$ cat src/rtl/sw_pkt_tx.sv
// ---------------------------------------------------------------------------
// sw_pkt_tx
// Builds a frame for the switch ingress from a header request and a
// buffered payload: DA, SA, LEN, then payload bytes, sent back to back
// with sw_enable_out high. Each frame is followed by IPG_CYCLES idle
// cycles.
//
// Ports
//   clk, rst_n         clock, asynchronous active-low reset
//   pkt_valid/ready    header handshake; pkt_da, pkt_sa, pkt_len sampled
//   pl_data/valid/rdy  payload byte stream, accepted only while loading
//   sw_enable_out      high for every frame byte
//   data_out           frame byte, 0 when sw_enable_out is low
//   busy               high outside IDLE
//   pkt_done           one-cycle pulse in the first gap cycle
//   err_oversize       one-cycle pulse when a header has len > FIFO_SIZE
//   pkt_count          completed-frame counter, wraps at 16 bits
//
// state  | meaning
// IDLE   | waiting for a header (pkt_ready high)
// LOAD   | accepting len payload beats into the buffer
// TX_DA  | data_out shows destination address
// TX_SA  | data_out shows source address
// TX_LEN | data_out shows payload length
// TX_PL  | data_out shows a payload byte
// GAP    | inter-packet idle, IPG_CYCLES long
// ---------------------------------------------------------------------------
module sw_pkt_tx #(
    parameter int WORD_WIDTH = 8,
    parameter int FIFO_SIZE  = 64,
    parameter int IPG_CYCLES = 2
) (
    input  logic                  clk,
    input  logic                  rst_n,
    input  logic                  pkt_valid,
    input  logic [WORD_WIDTH-1:0] pkt_da,
    input  logic [WORD_WIDTH-1:0] pkt_sa,
    input  logic [WORD_WIDTH-1:0] pkt_len,
    output logic                  pkt_ready,
    input  logic [WORD_WIDTH-1:0] pl_data,
    input  logic                  pl_valid,
    output logic                  pl_ready,
    output logic                  sw_enable_out,
    output logic [WORD_WIDTH-1:0] data_out,
    output logic                  busy,
    output logic                  pkt_done,
    output logic                  err_oversize,
    output logic [15:0]           pkt_count
);

    localparam int AW = (FIFO_SIZE > 1) ? $clog2(FIFO_SIZE) : 1;
    localparam int GW = (IPG_CYCLES > 1) ? $clog2(IPG_CYCLES) : 1;
    localparam logic [GW-1:0] GAP_LOAD = GW'(IPG_CYCLES - 1);

    typedef enum logic [2:0] {IDLE, LOAD, TX_DA, TX_SA, TX_LEN, TX_PL, GAP} state_t;

    state_t                state, state_d;
    logic [WORD_WIDTH-1:0] da_q, da_d, sa_q, sa_d, len_q, len_d;
    logic [WORD_WIDTH-1:0] rem_q, rem_d;
    logic [AW-1:0]         wr_ptr, wr_d, rd_ptr, rd_d;
    logic [GW-1:0]         gap_cnt, gap_d;
    logic                  en_d, done_d, err_d, wr_en;
    logic [WORD_WIDTH-1:0] dout_d;
    logic                  hdr_fire, beat;

    logic [WORD_WIDTH-1:0] buf_mem [FIFO_SIZE];

    assign hdr_fire = pkt_valid & pkt_ready;
    assign beat     = pl_valid & pl_ready;

    always_comb begin
        state_d = state;
        da_d    = da_q;
        sa_d    = sa_q;
        len_d   = len_q;
        rem_d   = rem_q;
        wr_d    = wr_ptr;
        rd_d    = rd_ptr;
        gap_d   = gap_cnt;
        en_d    = 1'b0;
        dout_d  = '0;
        done_d  = 1'b0;
        err_d   = 1'b0;
        wr_en   = 1'b0;
        case (state)
            IDLE: begin
                if (hdr_fire) begin
                    da_d  = pkt_da;
                    sa_d  = pkt_sa;
                    len_d = pkt_len;
                    rem_d = pkt_len;
                    wr_d  = '0;
                    rd_d  = '0;
                    if (32'(pkt_len) > FIFO_SIZE) begin
                        err_d = 1'b1;
                    end else if (pkt_len == '0) begin
                        state_d = TX_DA;
                        en_d    = 1'b1;
                        dout_d  = pkt_da;
                    end else begin
                        state_d = LOAD;
                    end
                end
            end
            LOAD: begin
                if (beat) begin
                    wr_en = 1'b1;
                    wr_d  = wr_ptr + AW'(1);
                    rem_d = rem_q - 1'b1;
                    if (rem_q == WORD_WIDTH'(1)) begin
                        state_d = TX_DA;
                        en_d    = 1'b1;
                        dout_d  = da_q;
                    end
                end
            end
            TX_DA: begin
                state_d = TX_SA;
                en_d    = 1'b1;
                dout_d  = sa_q;
                rem_d   = len_q;
            end
            TX_SA: begin
                state_d = TX_LEN;
                en_d    = 1'b1;
                dout_d  = len_q;
            end
            TX_LEN, TX_PL: begin
                // rem_q counts payload bytes still to be shown
                if (rem_q == '0) begin
                    state_d = GAP;
                    done_d  = 1'b1;
                    gap_d   = GAP_LOAD;
                end else begin
                    state_d = TX_PL;
                    en_d    = 1'b1;
                    dout_d  = buf_mem[rd_ptr];
                    rd_d    = rd_ptr + AW'(1);
                    rem_d   = rem_q - 1'b1;
                end
            end
            GAP: begin
                if (gap_cnt == '0) state_d = IDLE;
                else               gap_d   = gap_cnt - 1'b1;
            end
            default: state_d = IDLE;
        endcase
    end

    always_ff @(posedge clk or negedge rst_n) begin
        if (!rst_n) begin
            state         <= IDLE;
            da_q          <= '0;
            sa_q          <= '0;
            len_q         <= '0;
            rem_q         <= '0;
            wr_ptr        <= '0;
            rd_ptr        <= '0;
            gap_cnt       <= '0;
            pkt_ready     <= 1'b0;
            pl_ready      <= 1'b0;
            sw_enable_out <= 1'b0;
            data_out      <= '0;
            busy          <= 1'b0;
            pkt_done      <= 1'b0;
            err_oversize  <= 1'b0;
            pkt_count     <= '0;
        end else begin
            state         <= state_d;
            da_q          <= da_d;
            sa_q          <= sa_d;
            len_q         <= len_d;
            rem_q         <= rem_d;
            wr_ptr        <= wr_d;
            rd_ptr        <= rd_d;
            gap_cnt       <= gap_d;
            pkt_ready     <= (state_d == IDLE);
            pl_ready      <= (state_d == LOAD);
            sw_enable_out <= en_d;
            data_out      <= dout_d;
            busy          <= (state_d != IDLE);
            pkt_done      <= done_d;
            err_oversize  <= err_d;
            if (done_d) pkt_count <= pkt_count + 16'd1;
        end
    end

    // Buffer contents are never reset; pointers restart with every header.
    always_ff @(posedge clk) begin
        if (wr_en) buf_mem[wr_ptr] <= pl_data;
    end

endmodule

$ cat config.mk
export PLATFORM = sky130hd
export DESIGN_NAME = sw_pkt_tx
export DESIGN_NICKNAME = d
export VERILOG_FILES = /design/src/rtl/sw_pkt_tx.sv
export SDC_FILE = /design/constraint.sdc
export NUM_CORES = 1
export LEC_CHECK = 0
export ABC_AREA = 1
export CORE_MARGIN = 2
export CORE_UTILIZATION = 36
export CTS_BUF_LIST = sky130_fd_sc_hd__clkbuf_8
export DETAILED_ROUTE_END_ITERATION = 7
export HOLD_SLACK_MARGIN = 0.08
export PLACE_DENSITY_LB_ADDON = 0.25
export REMOVE_ABC_BUFFERS = 1
export SYNTH_ARGS = -nofsm -noshare
export SYNTH_HDL_FRONTEND = slang
export SYNTH_SLANG_ARGS = --single-unit
$ cat constraint.sdc
create_clock -name clk -period 4.1 [get_ports clk]
set_input_delay 0.82 -clock clk [delete_from_list [all_inputs] [get_ports clk]]
set_output_delay 0.82 -clock clk [all_outputs]
set_load 0.01 [all_outputs]
# Word-level counts from Yosys, hierarchy flattened
# Memory sizes are Yosys's and may differ from the RTL's.
# Index checks and enable logic that the tools add are counted.
# word_totals
regBits	78
ram_bits	512
wordCells	96
memories	1
# classes
add_sub_neg	5
magnitude_cmp	1
n_eq_ne	12
mux	43
n_bitwise	2
n_reduce_logical	16
# mem_list
memory	words	word_bits	rd	rd_ports_with_merged_regs	write_ports	line	source
buf_mem	64	8	1	0	1	66	logic [WORD_WIDTH-1:0] buf_mem [FIFO_SIZE];
# op_table
operator	count
8-bit 2-to-1 mux	9
8-bit one-hot mux with 5 select lines	1
8-bit one-hot mux with 4 select lines	1
6-bit one-hot mux with 2 select lines	2
6-bit 2-to-1 mux	3
3-bit one-hot mux with 6 select lines	1
1-bit 2-to-1 mux	17
16-bit by 1-bit adder with 16-bit output, second input constant	1
8-bit zero test	2
3-bit 2-to-1 mux	5
6-bit by 1-bit adder with 6-bit output, second input constant	2
3-bit equality test, second input constant	3
8-bit by 1-bit equality test with 1-bit output, second input constant	1
8-bit by 7-bit > comparator with 1-bit output, second input constant	1
2-bit != test, second input constant	4
8-bit by 1-bit subtractor with 8-bit output, second input constant	1
3-bit by 1-bit equality test with 1-bit output, second input constant	2
3-bit by 2-bit equality test with 1-bit output, second input constant	2
3-bit zero test	2
3-bit AND reduction	2
2-bit nonzero test	3
2-bit 2-to-1 mux	2
1-bit one-hot mux with 4 select lines	1
2-bit AND reduction	2
7 further kinds	9

# Longest topological paths before layout
# logic_depth
depth_word	6
depth_mapped	13
depth_no_buf	12

# Least setup slack after synthesis
# OpenSTA, ideal clock, no wires.
# synth_timing
kind	in2reg
start	in pl_valid
end	mem buf_mem[11][0], enable pin
setup_time_ns	0.370
t_arrival_ns	1.725
required_time_ns	3.730
slack_ns	2.005
path_stages	4
cell_sequence	nand3_2 nor2_1 nand2_1 nor2_1
# synth_between
elab_chain_len	5
# synth_rtl
element	line	source
start: declaration	41	input logic pl_valid,
1-bit bitwise AND	69	assign beat = pl_valid & pl_ready;
1-bit 2-to-1 mux	106	if (beat) begin
1-bit 2-to-1 mux	85	case (state)
1-bit 2-to-1 mux	190	if (wr_en) buf_mem[wr_ptr] <= pl_data;
1-bit 2-to-1 mux (not written as such)	190	
end: declaration	66	
# No other way between the ends.

# Final worst setup path
# layout_timing
start	reg state[1]
end	mem buf_mem[6][5], enable pin
# layout_between
elab_chain_len	4
# layout_rtl
element	line	source
start: declaration	57	state_t state, state_d;
start signal: assignment	169	state <= state_d;
3-bit by 1-bit equality test with 1-bit output	85	
1-bit 2-to-1 mux	85	
1-bit 2-to-1 mux	190	
1-bit 2-to-1 mux (not written as such)	190	
# No other way between the ends.

==> results.sh <==
export IMPL_synthToLayoutAreaGrowth_pct=13.5
export IMPL_r2r_start="state[1]"
export IMPL_reg2reg_depth=5
export IMPL_wl_per_cell_um=19.5
export IMPL_overflow=0
export IMPL_status="complete, no violations"
export IMPL_fin_ws_ns=1.20
export IMPL_peakVddDrop_uv=533
export IMPL_drt_wl_total_um=68500
export IMPL_post_route_period_util_pct=70.7
export IMPL_cts_buffers=94
export IMPL_whs_ns=0.306
export IMPL_via_per_inst=4.94
export IMPL_final_layout_size_suffix_gt1_share_pct=7.87
export IMPL_yosysMostFrequentCell="nand2_1"
export IMPL_dp_cells=3348
export IMPL_place_ws_ns=0.722
export IMPL_dpl_hpwl_um=41900
export IMPL_combPwrFrac_pct=30.1
export IMPL_clk_pin_slew_ns=0.06
export IMPL_fmax_ghz=0.345
export IMPL_fillers=6749
export IMPL_p_sw_mw=6.19
export IMPL_fin_setup_tns_ns=0
export IMPL_seq_area_frac_synth_pct=68.6
export IMPL_insertion_delay_ns=0.70
export IMPL_worstPathArrival_ns=3.22
export IMPL_postLayoutCellArea_um2=28700
export IMPL_die_y_um=269
export IMPL_period_needed_ns=2.90
export IMPL_criticalPathCategory="flip-flop to flip-flop"
export IMPL_hold_path_class="primary input to async pin"
export IMPL_die_w_um=269
export IMPL_synth_flop_cell="edfxtp_1"
export IMPL_critPathRequiredTime_ns=4.42
export IMPL_fin_nets=2546
export IMPL_rows=97
export IMPL_place_congestion=0.877
export IMPL_ant_nets=0
export IMPL_drtIter0Drc=1591
export IMPL_syn_area_um2=25300
export IMPL_grt_usage_pct=19.2
export IMPL_ctsHtreeMaxLevel=3
export IMPL_final_hold_viol_count=0
export IMPL_io_pins=66
export IMPL_final_max_slew_viol_count=0
export IMPL_worst_r2r_setup_slack_ns=1.20
export IMPL_relSlewSlack_pct=31.5
export IMPL_drtPass1Iterations=5
export IMPL_cts_sinks=590
export IMPL_initial_core_util_pct=36.2
export IMPL_post_dp_cell_area_um2=26900
export IMPL_max_cap_viol_count=0
export IMPL_cts_tree="done"
export IMPL_p_total_mw=16.9
export IMPL_avgSynthCellArea_um2=10.4
export IMPL_core_area_um2=69800
export IMPL_stdcell_count=3520
export IMPL_cp_max_fo=8
export IMPL_cts_root_buf="clkbuf_8"
export IMPL_reg2reg_to="buf_mem[6][5]"
export IMPL_grt_pass1_wl_um=103000
export IMPL_pwr_share_seq_pct=41.5
export IMPL_hold_buffers=0
export IMPL_post_cts_setup_buffer_count=0
export IMPL_post_cts_resize_count=0
export IMPL_clock_path_buffers=3
export IMPL_yosysTopAreaCell="edfxtp_1"
export IMPL_ys_types=34
export IMPL_ys_warn_count=0
export IMPL_cpMostUsedCell="nand3_2"
export IMPL_dieArea_um2=72300
export IMPL_synth_seq_cells=590
export IMPL_grt_max_degree=222
export IMPL_final_util_pct=41.1
export IMPL_crit_path_max_incr_delay_ns=0.73
export IMPL_rsz0062_at_grt="false"
export IMPL_synth_common_cells="803 x nand2_1, 512 x edfxtp_1, 294 x nand3_1"
export IMPL_power_share_clock_pct=28.4
export IMPL_path_cells="nor3_2 > nand3_2 > nor2_2 > nand3_2 > nor2_1"
export IMPL_drc_errors=0
export IMPL_critPathLaunchType="flip-flop"
export IMPL_netlist_area_leader_share_pct=60.8
export IMPL_power_density_nw_per_um2=590
export IMPL_switching_share_pct=36.6
export IMPL_p_int_mw=10.7
export IMPL_antenna_found_initial=1
export IMPL_setup_violations=0
export IMPL_p_leak_nw=11.4
export IMPL_multi_input_area_um2=6570
export IMPL_setup_worst_path_end_class="flip-flop"
export IMPL_grt_pass1_vias=17200
export IMPL_synth_edff_count=512
export IMPL_vias=17400
export IMPL_syn_inst=2419
export IMPL_tightest_slew_ns=1.03
export IMPL_seq_area_um2=17300
export IMPL_critPathSlowestCell="nor2_1"
export IMPL_skew_ns=0.0241
export IMPL_synthTopCellsByArea="edfxtp_1 61%, nand2_1 12%, dfrtp_1 7.7%"
export IMPL_port_buffers=65
export IMPL_async_reset_ff_share_pct=13.2
## sequential cells by signal, indices dropped and copies added (netlist names)
signal	count
buf_mem	512
busy	1
da_q	8
data_out	8
err_oversize	1
gap_cnt	1
len_q	8
pkt_count	16
pkt_done	1
pkt_ready	1
pl_ready	1
rd_ptr	6
rem_q	8
sa_q	8
state	3
sw_enable_out	1
wr_ptr	6
## cells by family after synthesis
family / count (synthesis) / synth area share [%]
AND/OR/NAND/NOR: 1317 / 21.7
flip-flops: 590 / 68.6
buffers and inverters: 336 / 5.45
AO/OA/AOI/OAI: 154 / 3.44
XOR/XNOR: 16 / 0.554
adder cells (fa/ha/maj): 6 / 0.297
## cell usage in the layout (no fill, tap or decap), types with 11 or more instances in the layout
| cell | count |
|---|---|
| clkinv_1 | 26 |
| buf_4 | 31 |
| edfxtp_1 | 512 |
| clkdlybuf4s50_1 | 56 |
| clkinv_2 | 14 |
| clkbuf_8 | 103 |
| o21ai_0 | 60 |
| a21oi_1 | 51 |
| dfrtp_1 | 76 |
| nand2_1 | 803 |
| o211ai_1 | 24 |
| nor2_1 | 176 |
| nand3_1 | 294 |
| inv_1 | 238 |
| nor3_1 | 11 |
## power groups by stage
stage | combinational [mW] | sequential (mW) | clock, mW
final | 5.10 | 7.02 | 4.81
after global routing | 5.66 | 7.05 | 5.20
after CTS | 5.09 | 7.02 | 4.94
after detailed placement | 5.07 | 7.14 | 0
after global placement | 5.03 | 7.14 | 0
after floorplan | 2.96 | 7.48 | 0
## layer usage
| layer | share of wire [%] | routed length, um | track usage (%) | up-vias |
|---|---|---|---|---|
| met5 | 0 | 0 | 0 | - |
| met4 | 3.2 | 2200 | 7.54 | 0 |
| met3 | 6.7 | 4570 | 3.49 | 125 |
| met2 | 47 | 32000 | 30.8 | 571 |
| met1 | 43 | 29700 | 25.9 | 8465 |
| li1 | - | - | - | 8240 |
## cell type report
class                           count  share of cell area (%)
Sequential cell                   590                    60.4
Clock inverter                     68                    1.27
Clock buffer                      103                    4.94
Timing Repair Buffer              102                    3.39
Tap cell                          940                    4.10
Inverter                          223                    2.94
Multi-Input combinational cell   1493                    22.9
Antenna cell                        1                 0.00872
## critical path: cells and delay by family, from the launching register on
| kind | cells | cell delay [ns] |
|---|---|---|
| AND/OR/NAND/NOR | 5 | 2.05 |
| flip-flops | 1 | 0.49 |
## worst max path at each step
stage | slack, ns | endpoint | startpoint
final | 1.20 | buf_mem[6][5] | state[1]
after floorplan | -5.27 | rd_ptr[5] | rd_ptr[0]
after detailed placement | 0.72 | buf_mem[62][7] | pl_valid
after global routing | 1.05 | buf_mem[6][6] | state[1]
after global placement | 0.77 | buf_mem[50][7] | pl_valid
after CTS | 1.23 | buf_mem[62][4] | state[1]
No activity file was read; power rests on OpenSTA's default activity.
